File: config.mk
export PLATFORM = sky130hd
export DESIGN_NAME = rr_arb_mux
export DESIGN_NICKNAME = d
export VERILOG_FILES = /design/src/rtl/rr_arb_mux_pkg.sv /design/src/rtl/rr_arbiter.sv /design/src/rtl/rr_arb_mux.sv
export SDC_FILE = /design/constraint.sdc
export NUM_CORES = 1
export LEC_CHECK = 0
export CORE_ASPECT_RATIO = 0.8
export CORE_MARGIN = 1.5
export CORE_UTILIZATION = 37
export CTS_BUF_LIST = sky130_fd_sc_hd__clkbuf_2
export CTS_CLUSTER_DIAMETER = 50
export CTS_CLUSTER_SIZE = 16
export DETAILED_ROUTE_END_ITERATION = 16
export GPL_ROUTABILITY_DRIVEN = 0
export PLACE_DENSITY = 0.93
export SLEW_MARGIN = 30
export SYNTH_ARGS = -nofsm -noshare
export SYNTH_HDL_FRONTEND = slang
export SYNTH_SLANG_ARGS = --single-unit
export TNS_END_PERCENT = 100
File: constraint.sdc
create_clock -name clk_i -period 3.54 [get_ports clk_i]
set_input_delay 0.708 -clock clk_i [delete_from_list [all_inputs] [get_ports clk_i]]
set_output_delay 0.708 -clock clk_i [all_outputs]
set_load 0.01 [all_outputs]
File: src/rtl/rr_arb_mux_pkg.sv
// Shared constants and width helpers for the round-robin arbitrated mux family.
// Optional feature macro used by this family: RR_MUX_PRIO0_EN (channel 0 fixed priority).
package rr_arb_mux_pkg;

    localparam int DATA_W_DEF = 32;
    localparam int N_CH_MAX   = 16;

    function automatic int clog2(input int n);
        int r;
        r = 0;
        while ((1 << r) < n) begin
            r = r + 1;
        end
        return r;
    endfunction

    // Grant index width; a single channel still needs a one-bit index.
    function automatic int sel_w(input int n);
        return (clog2(n) < 1) ? 1 : clog2(n);
    endfunction

endpackage

File: src/rtl/rr_arbiter.sv
// Round-robin arbiter: rotating search from the slot after the last winner.
// With RR_MUX_PRIO0_EN defined, channel 0 overrides and never moves the pointer.
module rr_arbiter
    import rr_arb_mux_pkg::*;
#(
    parameter int N_CH  = 3,
    parameter int SEL_W = sel_w(N_CH)
) (
    input  logic             clk_i,
    input  logic             rst_i,
    input  logic [N_CH-1:0]  valid_i,
    input  logic             update_i,
    output logic [SEL_W-1:0] winner_o,
    output logic             found_o
);

    logic [SEL_W-1:0] ptr_r;
    logic [SEL_W-1:0] winner_s;
    logic             found_s;
    logic             upd_s;

    // Winner search; wrap is done modulo N_CH so no index ever reaches N_CH.
    always_comb begin
        int               idx_v;
        logic [SEL_W-1:0] cand_v;
        logic             hit_v;
        idx_v    = 0;
        cand_v   = '0;
        hit_v    = 1'b0;
        winner_s = '0;
        found_s  = 1'b0;
        for (int i = 1; i <= N_CH; i++) begin
            idx_v    = int'(ptr_r) + i;
            idx_v    = (idx_v >= N_CH) ? (idx_v - N_CH) : idx_v;
            cand_v   = SEL_W'(idx_v);
            hit_v    = !found_s && valid_i[cand_v];
            winner_s = hit_v ? cand_v : winner_s;
            found_s  = found_s || hit_v;
        end
`ifdef RR_MUX_PRIO0_EN
        winner_s = valid_i[0] ? '0 : winner_s;
        found_s  = found_s || valid_i[0];
`endif
    end

`ifdef RR_MUX_PRIO0_EN
    assign upd_s = update_i && found_s && (winner_s != '0);
`else
    assign upd_s = update_i && found_s;
`endif

    // Pointer register; reset value makes channel 0 the first candidate.
    always_ff @(posedge clk_i or posedge rst_i) begin
        if (rst_i) begin
            ptr_r <= SEL_W'(N_CH - 1);
        end else if (upd_s) begin
            ptr_r <= winner_s;
        end
    end

    assign winner_o = winner_s;
    assign found_o  = found_s;

endmodule

File: src/rtl/rr_arb_mux.sv
// N_CH-way valid/ready mux with round-robin arbitration and one registered output stage.
// Honours RR_MUX_PRIO0_EN through the rr_arbiter instance.
module rr_arb_mux
    import rr_arb_mux_pkg::*;
#(
    parameter  int DATA_W = DATA_W_DEF,
    parameter  int N_CH   = 3,
    localparam int SEL_W  = sel_w(N_CH)
) (
    input  logic                   clk_i,
    input  logic                   rst_i,
    input  logic [N_CH*DATA_W-1:0] data_i,
    input  logic [N_CH-1:0]        valid_i,
    output logic [N_CH-1:0]        ready_o,
    output logic [DATA_W-1:0]      data_o,
    output logic                   valid_o,
    input  logic                   ready_i,
    output logic [SEL_W-1:0]       grant_o
);

    logic [DATA_W-1:0] data_r;
    logic              valid_r;
    logic [SEL_W-1:0]  grant_r;
    logic              load_s;
    logic [SEL_W-1:0]  winner_s;
    logic              found_s;
    logic [DATA_W-1:0] data_sel_s;
    logic [N_CH-1:0]   ready_s;

    // Output stage can take a word when empty or draining this cycle.
    assign load_s = !valid_r || ready_i;

    rr_arbiter #(
        .N_CH  (N_CH),
        .SEL_W (SEL_W)
    ) u_arb (
        .clk_i    (clk_i),
        .rst_i    (rst_i),
        .valid_i  (valid_i),
        .update_i (load_s),
        .winner_o (winner_s),
        .found_o  (found_s)
    );

    // Per-channel accept and winner data select; no accept while in reset.
    always_comb begin
        ready_s    = '0;
        data_sel_s = '0;
        for (int k = 0; k < N_CH; k++) begin
            ready_s[k] = load_s && found_s && !rst_i && (winner_s == SEL_W'(k));
            data_sel_s = (winner_s == SEL_W'(k)) ? data_i[k*DATA_W +: DATA_W] : data_sel_s;
        end
    end

    // Output register: load winner, drain to empty, or hold while stalled.
    always_ff @(posedge clk_i or posedge rst_i) begin
        if (rst_i) begin
            data_r  <= '0;
            valid_r <= 1'b0;
            grant_r <= '0;
        end else if (load_s) begin
            if (found_s) begin
                data_r  <= data_sel_s;
                valid_r <= 1'b1;
                grant_r <= winner_s;
            end else begin
                valid_r <= 1'b0;
            end
        end
    end

    assign ready_o = ready_s;
    assign data_o  = data_r;
    assign valid_o = valid_r;
    assign grant_o = grant_r;

endmodule

Yosys cells after proc, flatten, opt, wreduce, memory -nomap -nowiden

Cells that the tools add are included.
Widths: inputs -> output; s select.

Multiplexer cells: 16
Add/subtract/negate cells: 6
Order comparisons: 6
Reductions and logical operators: 16
Equal/unequal tests: 2

Operator list:

| kind                | number |
|---|---|
| $mux 32             | 3 |
| $mux 2              | 6 |
| $ge 3x2->1 const B  | 3 |
| $lt 2x3->1 const B  | 3 |
| $logic_and 1x1->1   | 7 |
| $add 2x2->3 const B | 2 |
| $bmux 1 s2          | 3 |
| $sub 2x1->2 const B | 3 |
| $logic_not 1->1     | 4 |
| $mux 1              | 4 |
| $add 2x1->3 const B | 1 |
| $logic_or 1x1->1    | 3 |
| $eq 2x1->1 const B  | 1 |
| $eq 2x2->1 const B  | 1 |
| $logic_not 2->1     | 1 |
| $reduce_and 2->1    | 1 |

Input bits: 102
Output and inout port bits: 38
Flip-flop bits (word level): 37

Longest topological paths before layout

Gate-level depths: netlist of run 1.

Word-level depth: 15
Gate-level depth with buffers: 12
Gate-level depth less buffers: 8

Modules after synthesis

Synthesis of run 1 repeated with hierarchy kept, for this count alone.

Cells, all modules: 268
Area, all modules: 2643.8 um2

By module, submodules not included:

| module     | sequential area each (um2) | instances | area an instance (um2) | cells each |
|---|---|---|---|---|
| rr_arb_mux | 875.8                      | 1         | 2284.7                 | 229 |
| rr_arbiter | 51.3                       | 1         | 359.1                  | 39 |

Worst setup path before layout of run 1

OpenSTA, ideal clock, no wires.

Kind: reg2out
Start: reg u_arb.ptr_r[0]
End: out ready_o[1]
Path buffers: 3
Path slack: 0.195 ns
Data required time: 2.832 ns
Arrival time: 2.637 ns
Cell stages (with the launch flop): 11
Path through: dfrtp_1 buf_2 inv_1 ha_1 or2b_1 a32o_2 or3_4 buf_6 o21ai_4 buf_6 and3_1

Longest elaborated chain between the ends: 14
Elaborated cells between the ends (all ways): 31
Those cells by class: 6 x add/sub; 3 x order compare; 1 x eq/ne; 12 x mux; 9 x reduce/logical

RTL lines:

| item                                                                 | RTL line         | text |
|---|---|---|
| start, declared                                                      | rr_arbiter.sv:17 | `logic [SEL_W-1:0] ptr_r;` |
| start signal, assigned                                               | rr_arbiter.sv:55 | `ptr_r <= SEL_W'(N_CH - 1);` |
| start signal, assigned                                               | rr_arbiter.sv:57 | `ptr_r <= winner_s;` |
| parallel branches: the longest is 13 deep, another holds $add 2x1->3 | --               |  |
| $logic_and 1x1->1 (*)                                                | rr_arb_mux.sv:50 | `ready_s[k] = load_s && found_s && !rst_i && (winner_s == SEL_W'(k));` |
| end, declared                                                        | rr_arb_mux.sv:14 | `output logic [N_CH-1:0] ready_o,` |

Every way passes the cells marked *. The select of a mux whose other input is x is not followed.

Final worst setup path of run 1

Start: reg u_arb.ptr_r[1]
End: out ready_o[0]

Longest elaborated chain between the ends: 14
Elaborated cells between the ends (all ways): 31
Those cells by class: 6 x add/sub; 3 x order compare; 12 x mux; 10 x reduce/logical

RTL lines:

| item                                      | RTL line         | text |
|---|---|---|
| $add 2x1->3                               | rr_arbiter.sv:33 | `idx_v = int'(ptr_r) + i;` |
| $ge 3x2->1 or $sub 2x1->2 (tied branches) | rr_arbiter.sv:34 | `idx_v = (idx_v >= N_CH) ? (idx_v - N_CH) : idx_v;` |
| $mux 2                                    | rr_arbiter.sv:34 |  |
| $bmux 1 s2                                | rr_arbiter.sv:36 | `hit_v = !found_s && valid_i[cand_v];` |
| $mux 1 (implied by the code)              | rr_arbiter.sv:36 |  |
| $logic_not 1->1                           | rr_arbiter.sv:36 |  |
| $logic_and 1x1->1                         | rr_arbiter.sv:36 |  |
| $logic_or 1x1->1                          | rr_arbiter.sv:38 | `found_s = found_s \|\| hit_v;` |
| $logic_not 1->1                           | rr_arbiter.sv:36 |  |
| $logic_and 1x1->1                         | rr_arbiter.sv:36 |  |
| $logic_or 1x1->1                          | rr_arbiter.sv:38 |  |
| $logic_and 1x1->1 (2 in a row)            | rr_arb_mux.sv:50 |  |
| $logic_and 1x1->1 (*)                     | rr_arb_mux.sv:50 |  |

Every way passes the cells marked *; elsewhere a longest branch is shown, timed or not. The select of a mux whose other input is x is not followed.

==> flow_summary.yaml, run 1 <==
status:
  outcome: "completed"
finish:
  utilization_pct: 68.5
  seq_area_um2: 902
  fin_area_um2: 3740
  nFillCells: 435
  diodes: 0
  fin_nets: 454
  multi_input_area_um2: 1110
  drive_gt1_share_pct: 13.1
  area_growth_pct: 77.5
yosys:
  syn-num-nets: 304
  synth_enable_flop_cells: 0
  synth_area_um2: 2110
  synth-compound-area-share_pct: 25.2
  ys_ff_latch: 36
  synth-xor-area-share_pct: 0.415
  synth_warnings: 0
  synth-simple-area-share_pct: 6.76
  synthCells: 199
  synth.distinct_cells: 38
  synth_ff_type: "dfrtp_1"
  muxShareOfSynthArea_pct: 16.8
  synth_top_area_share_pct: 41.5
  yosys.area.top_type: "dfrtp_1"
  synth.area.top_cells: "dfrtp_1 42%, mux2i_1 15%, a22oi_1 8.5%, o21ai_1 7.4%, a32oi_1 3.3%"
  synth_fa_ha_area_share_pct: 1.78
  ys_seq_area_share_pct: 42.8
  avgSynthCellArea_um2: 10.6
  synth_top_family_by_area: "compound AO/OA/AOI/OAI gates"
  ys_async_sr_fraction_pct: 100
detailed_routing:
  first_pass_iters: 4
  ant_nets: 0
  first_iter_violations: 66
  drc: 0
  post_drt_wl_per_cell_um: 16.4
  vias: 2212
  wl_mm: 7.01
  via_per_inst: 5.17
floorplan:
  die_w_um: 87.4
  num_rows: 24
  io_pins: 140
  fp.dieArea_um2: 6170
  coreArea_um2: 5470
  die_y_um: 70.5
  start_util_pct: 38.6
clocking:
  clk_pin_slew_ns: 0.18
  cts_root_buf: "clkbuf_2"
  htreeDepth: 2
  numCtsBuffers: 5
  post_cts_buffers: 0
  clockBufferDepth: 2
  insertion_delay_ns: 0.35
  cts.sinks: 36
  cts_tree: "yes"
  holdBufCountCts: 0
power_and_ir_drop:
  powerDensity_nw_per_um2: 843
  power.total_mw: 3.16
  p_leak_nw: 1.51
  peakVddDrop_uv: 412
grt:
  grt-ovfl-total: 0
  grt_pass1_wl_mm: 10.9
  grt_max_degree: 37
  grt_usage_pct: 22.9
  grt_pass1_vias: 2296
  antenna_found_initial: 0
critical_path:
  cp.required_ns: 2.83
  setup.worst_path.class: "register to primary output"
  worst_ep_arrival_time_ns: 2.73
  endpoint_kind: "primary output"
  regToRegSetupSlack_ns: 0.66
  cp_max_fo: 4
  start_kind: "register"
sta:
  drv_slew: 0
  fmax_ghz: 0.291
  hold_viol: 0
  min_period_ns: 3.44
  fin_skew_ns: 0.00984
  maxSlewHeadroom_pct: 65.3
  setup_tns_ns: 0
  setup_viol: 0
  worst_pin_slew_ns: 0.516
  rsz0062_at_grt: "no"
  period_share_pct: 97.1
hold_path:
  hold_class: "register to register"
run:
  drv_cap: 0
placement:
  portBuffers: 139
  dp_hpwl_mm: 5.32
  placed_cell_area_um2: 3650
[cells in the mapped netlist, drive strengths merged, types with 2 or more instances]
cell and n:
nor3b 2, and3 2, a32oi 8, clkbuf 11
ha 3, mux2 3, o21ai 35, a21oi 2
a22oi 24, nand2 3, inv 3, buf 7
nand2b 2, or2b 3, nor2 5, nand3 3
dfrtp 35, a21o 2, mux2i 32, o31ai 2
[where the power goes]
part	internal [mW]	switching (mW)	total (mW)
Sequential	0.626	0.113	0.739
Combinational	1.12	1.04	2.17
Clock	0.115	0.134	0.250
Total	1.86	1.29	3.16
[layer usage]
layer | vias to the layer above | global-route usage (%) | wire (um)
li1 | 1063 | - | -
met1 | 1052 | 26.3 | 2820
met2 | 93 | 40.3 | 3540
met3 | 4 | 7.58 | 610
met4 | 0 | 6.70 | 40
met5 | - | 0 | 0
[metrics by stage]
step | worst slack (ns) | hold WS [ns] | cells
after floorplan | 0.195 | 0.503 | 199
after global placement | -0.187 | 0.460 | 420
after detailed placement | -0.253 | 0.466 | 420
after CTS | 0.0637 | 0.516 | 428
after global routing | 0.00404 | 0.543 | 428
final | 0.103 | 0.521 | 428
[worst max-delay path: stages, from the launching register on]
cell,delay [ns]
dfstp_2,0.59
inv_2,0.06
ha_4,0.27
or2b_1,0.22
a32o_2,0.27
or3_4,0.37
o31ai_2,0.23
nor3b_2,0.21
buf_2,0.16
[what timing repair did]
action | 4_1_cts | 5_1_grt
gates cloned | 0 | 0
resized for setup | 13 | 6
pin swaps | 1 | 1
setup endpoints to repair | 3 | 3
[kinds of logic (layout without fill, tap and decap cells)]
family,after synthesis,in the layout
xor+xnor,1,1
flops,36,36
mux,35,35
compound gates,79,79
simple gates,24,24
fa+ha+maj,3,3
buf+inv,21,172
[placed cells by master, fill, tap and decap left out, drive strengths merged, types with 2 or more instances in the layout]
cell type	synthesis	routed
clkdlybuf4s50	0	136
dfrtp	35	35
o21ai	35	35
mux2i	32	32
a22oi	24	24
buf	7	23
a32oi	8	8
nor2	5	5
clkbuf	11	5
or2b	3	3
nand2	3	3
mux2	3	3
inv	3	3
nand3	3	3
ha	3	3
a21oi	2	2
nand2b	2	2
o31ai	2	2
a21o	2	2
and3	2	2
clkinv	0	2
nor3b	2	2
clkdlybuf4s15	0	2
[worst paths after layout]
| path | startpoint | endpoint | depth (start not counted) |
|---|---|---|---|
| min in group asynchronous | rst_i | data_o[3] | 3 |
| worst max register to register | u_arb.ptr_r[1] | data_o[28] | 9 |
| max in group asynchronous | rst_i | u_arb.ptr_r[1] | 3 |
| worst max-delay path | u_arb.ptr_r[1] | ready_o[0] | 8 |
| worst min-delay path | grant_o[1] | grant_o[1] | 1 |
| worst min register to register | grant_o[1] | grant_o[1] | 1 |
[flip-flops by register name, summed over array words and instances, names as in the netlist]
register / count
data_o: 32
u_arb.ptr_r: 2
grant_o: 1
valid_o: 1
[layout make-up]
type / instances / area share [%]
sequential: 36 / 24.1
clock inverter: 3 / 1.00
timing repair buffer: 161 / 41.7
inverter: 3 / 0.301
tap: 78 / 2.61
multi-input combinational: 142 / 29.6
clock buffer: 5 / 0.668
No activity file was read; power rests on OpenSTA's default activity.
==> run 2: changes to the inputs <==
--- a/config.mk
+++ b/config.mk
@@ -14,6 +14,7 @@
 export DETAILED_ROUTE_END_ITERATION = 16
 export GPL_ROUTABILITY_DRIVEN = 0
 export PLACE_DENSITY = 0.93
+export SETUP_SLACK_MARGIN = 0.15
 export SLEW_MARGIN = 30
 export SYNTH_ARGS = -nofsm -noshare
 export SYNTH_HDL_FRONTEND = slang
==> flow_summary.yaml, run 2 (same netlist as run 1, synthesis figures left out) <==
status:
  outcome: "completed"
finish:
  largest_reg_flops: 32
  nFillCells: 430
  seq_area_um2: 902
  utilization_pct: 69.1
  layout_common_cells: "136 x clkdlybuf4s50_1, 35 x dfrtp_1, 32 x mux2i_1, 32 x o21ai_1, 24 x a22oi_1"
  area_growth_pct: 79.0
  drive_gt1_share_pct: 14.4
  diodes: 0
  fin_nets: 457
  multi_input_area_um2: 1130
  layout_commonest_cell: "clkdlybuf4s50_1"
detailed_routing:
  via_per_inst: 5.22
  drc: 0
  post_drt_wl_per_cell_um: 16.5
  first_iter_violations: 74
  ant_nets: 0
  first_pass_iters: 5
  vias: 2249
  wl_mm: 7.13
sta:
  rsz0062_at_grt: "yes"
  fin_skew_ns: 0.0104
  period_share_pct: 97.0
  fmax_ghz: 0.291
  min_period_ns: 3.44
  setup_ws_ns: 0.105
  worst_pin_slew_ns: 0.629
  drv_slew: 0
  hold_viol: 0
  maxSlewHeadroom_pct: 57.9
  setup_viol: 0
critical_path:
  worst-r2r-cell-count: 9
  cp_max_fo: 4
  cp_num_buf_inv: 2
  endpoint_kind: "primary output"
  crit_chain: "inv_2 -> ha_4 -> or2b_1 -> a32o_2 -> or3_4 -> o31ai_2 -> nor3b_2 -> buf_2"
  slowest_delay_ns: 0.59
  path_depth: 8
  setup.worst_path.class: "register to primary output"
  cp_slowest_cell: "dfstp_2"
  cp.required_ns: 2.83
  worst_ep_arrival_time_ns: 2.73
  critPathTopFamily: "simple AND/OR/NAND/NOR gates"
  start_kind: "register"
power_and_ir_drop:
  p_leak_nw: 1.53
  powerDensity_nw_per_um2: 853
  power.total_mw: 3.22
  peakVddDrop_uv: 422
clocking:
  clk_pin_slew_ns: 0.18
  holdBufCountCts: 0
  htreeDepth: 2
  numCtsBuffers: 5
  cts.sinks: 36
  cts_root_buf: "clkbuf_2"
  clockBufferDepth: 2
  cts_tree: "yes"
  insertion_delay_ns: 0.36
placement:
  portBuffers: 139
  place_ws_ns: -0.253
  dp_hpwl_mm: 5.32
floorplan:
  coreArea_um2: 5470
  io_pins: 140
  die_w_um: 87.4
  die_y_um: 70.5
  start_util_pct: 38.6
  num_rows: 24
  fp.dieArea_um2: 6170
grt:
  antenna_found_initial: 0
  grt-ovfl-total: 0
  grt_pass1_wl_mm: 10.9
  grt_pass1_vias: 2321
  grt_max_degree: 37
  grt_usage_pct: 23.1
hold_path:
  hold_depth: 1
  hold_class: "register to register"
run:
  drv_cap: 0
[run 2: changes by cell type in the layout (fill, tap and decap cells not counted), sizes merged]
cell,delta
buf,+5
clkdlybuf4s15,-2
[run 2: area by class of cell]
cell class	instances	area share (%)
Clock buffer	5	0.663
Clock inverter	3	0.994
Inverter	3	0.298
Multi-Input combinational cell	142	30.0
Sequential cell	36	23.9
Tap cell	78	2.58
Timing Repair Buffer	164	41.6
[run 2: final timing paths]
check	start	end	slack [ns]
max	u_arb.ptr_r[1]	ready_o[0]	0.10
min	grant_o[1]	grant_o[1]	0.52
max reg2reg	u_arb.ptr_r[1]	data_o[28]	0.66
min reg2reg	grant_o[1]	grant_o[1]	0.52
max in group asynchronous	rst_i	u_arb.ptr_r[1]	2.33
min in group asynchronous	rst_i	data_o[3]	0.85
[run 2: worst register-to-register path: cells and delay by family, from the launching register on]
kind	cells	cell delay (ns)
mux	1	0.31
compound gates	3	0.51
buf+inv	2	0.51
fa+ha+maj	1	0.28
flops	1	0.59
simple gates	2	0.59
[run 2: metal layers]
metal	up-vias	global-route usage (%)	wire (um)
met5	-	0	0
met2	102	40.6	3580
met1	1071	26.2	2840
met3	8	7.82	621
li1	1068	-	-
met4	0	7.58	83
[run 2: metrics by stage]
stage | cell area [um2] | setup TNS (ns) | hold WS [ns] | std cells
after global routing | 3780 | 0 | 0.543 | 431
final | 3780 | 0 | 0.521 | 431
after global placement | 3650 | -0.250 | 0.460 | 420
after CTS | 3740 | 0 | 0.516 | 430
after detailed placement | 3650 | -0.372 | 0.466 | 420
after floorplan | 2110 | 0 | 0.503 | 199
[run 2: timing repair]
action                                  4_1_cts  5_1_grt
gates resized for setup                      18        8
buffers inserted                              2        1
endpoints found under the setup margin        3        3
pin swaps                                     4        4
[run 2: report_power, final]
part	internal, mW	switching, mW	leakage (nW)
logic	1.15	1.08	1.05
clock network	0.115	0.134	0.0380
registers	0.627	0.113	0.435
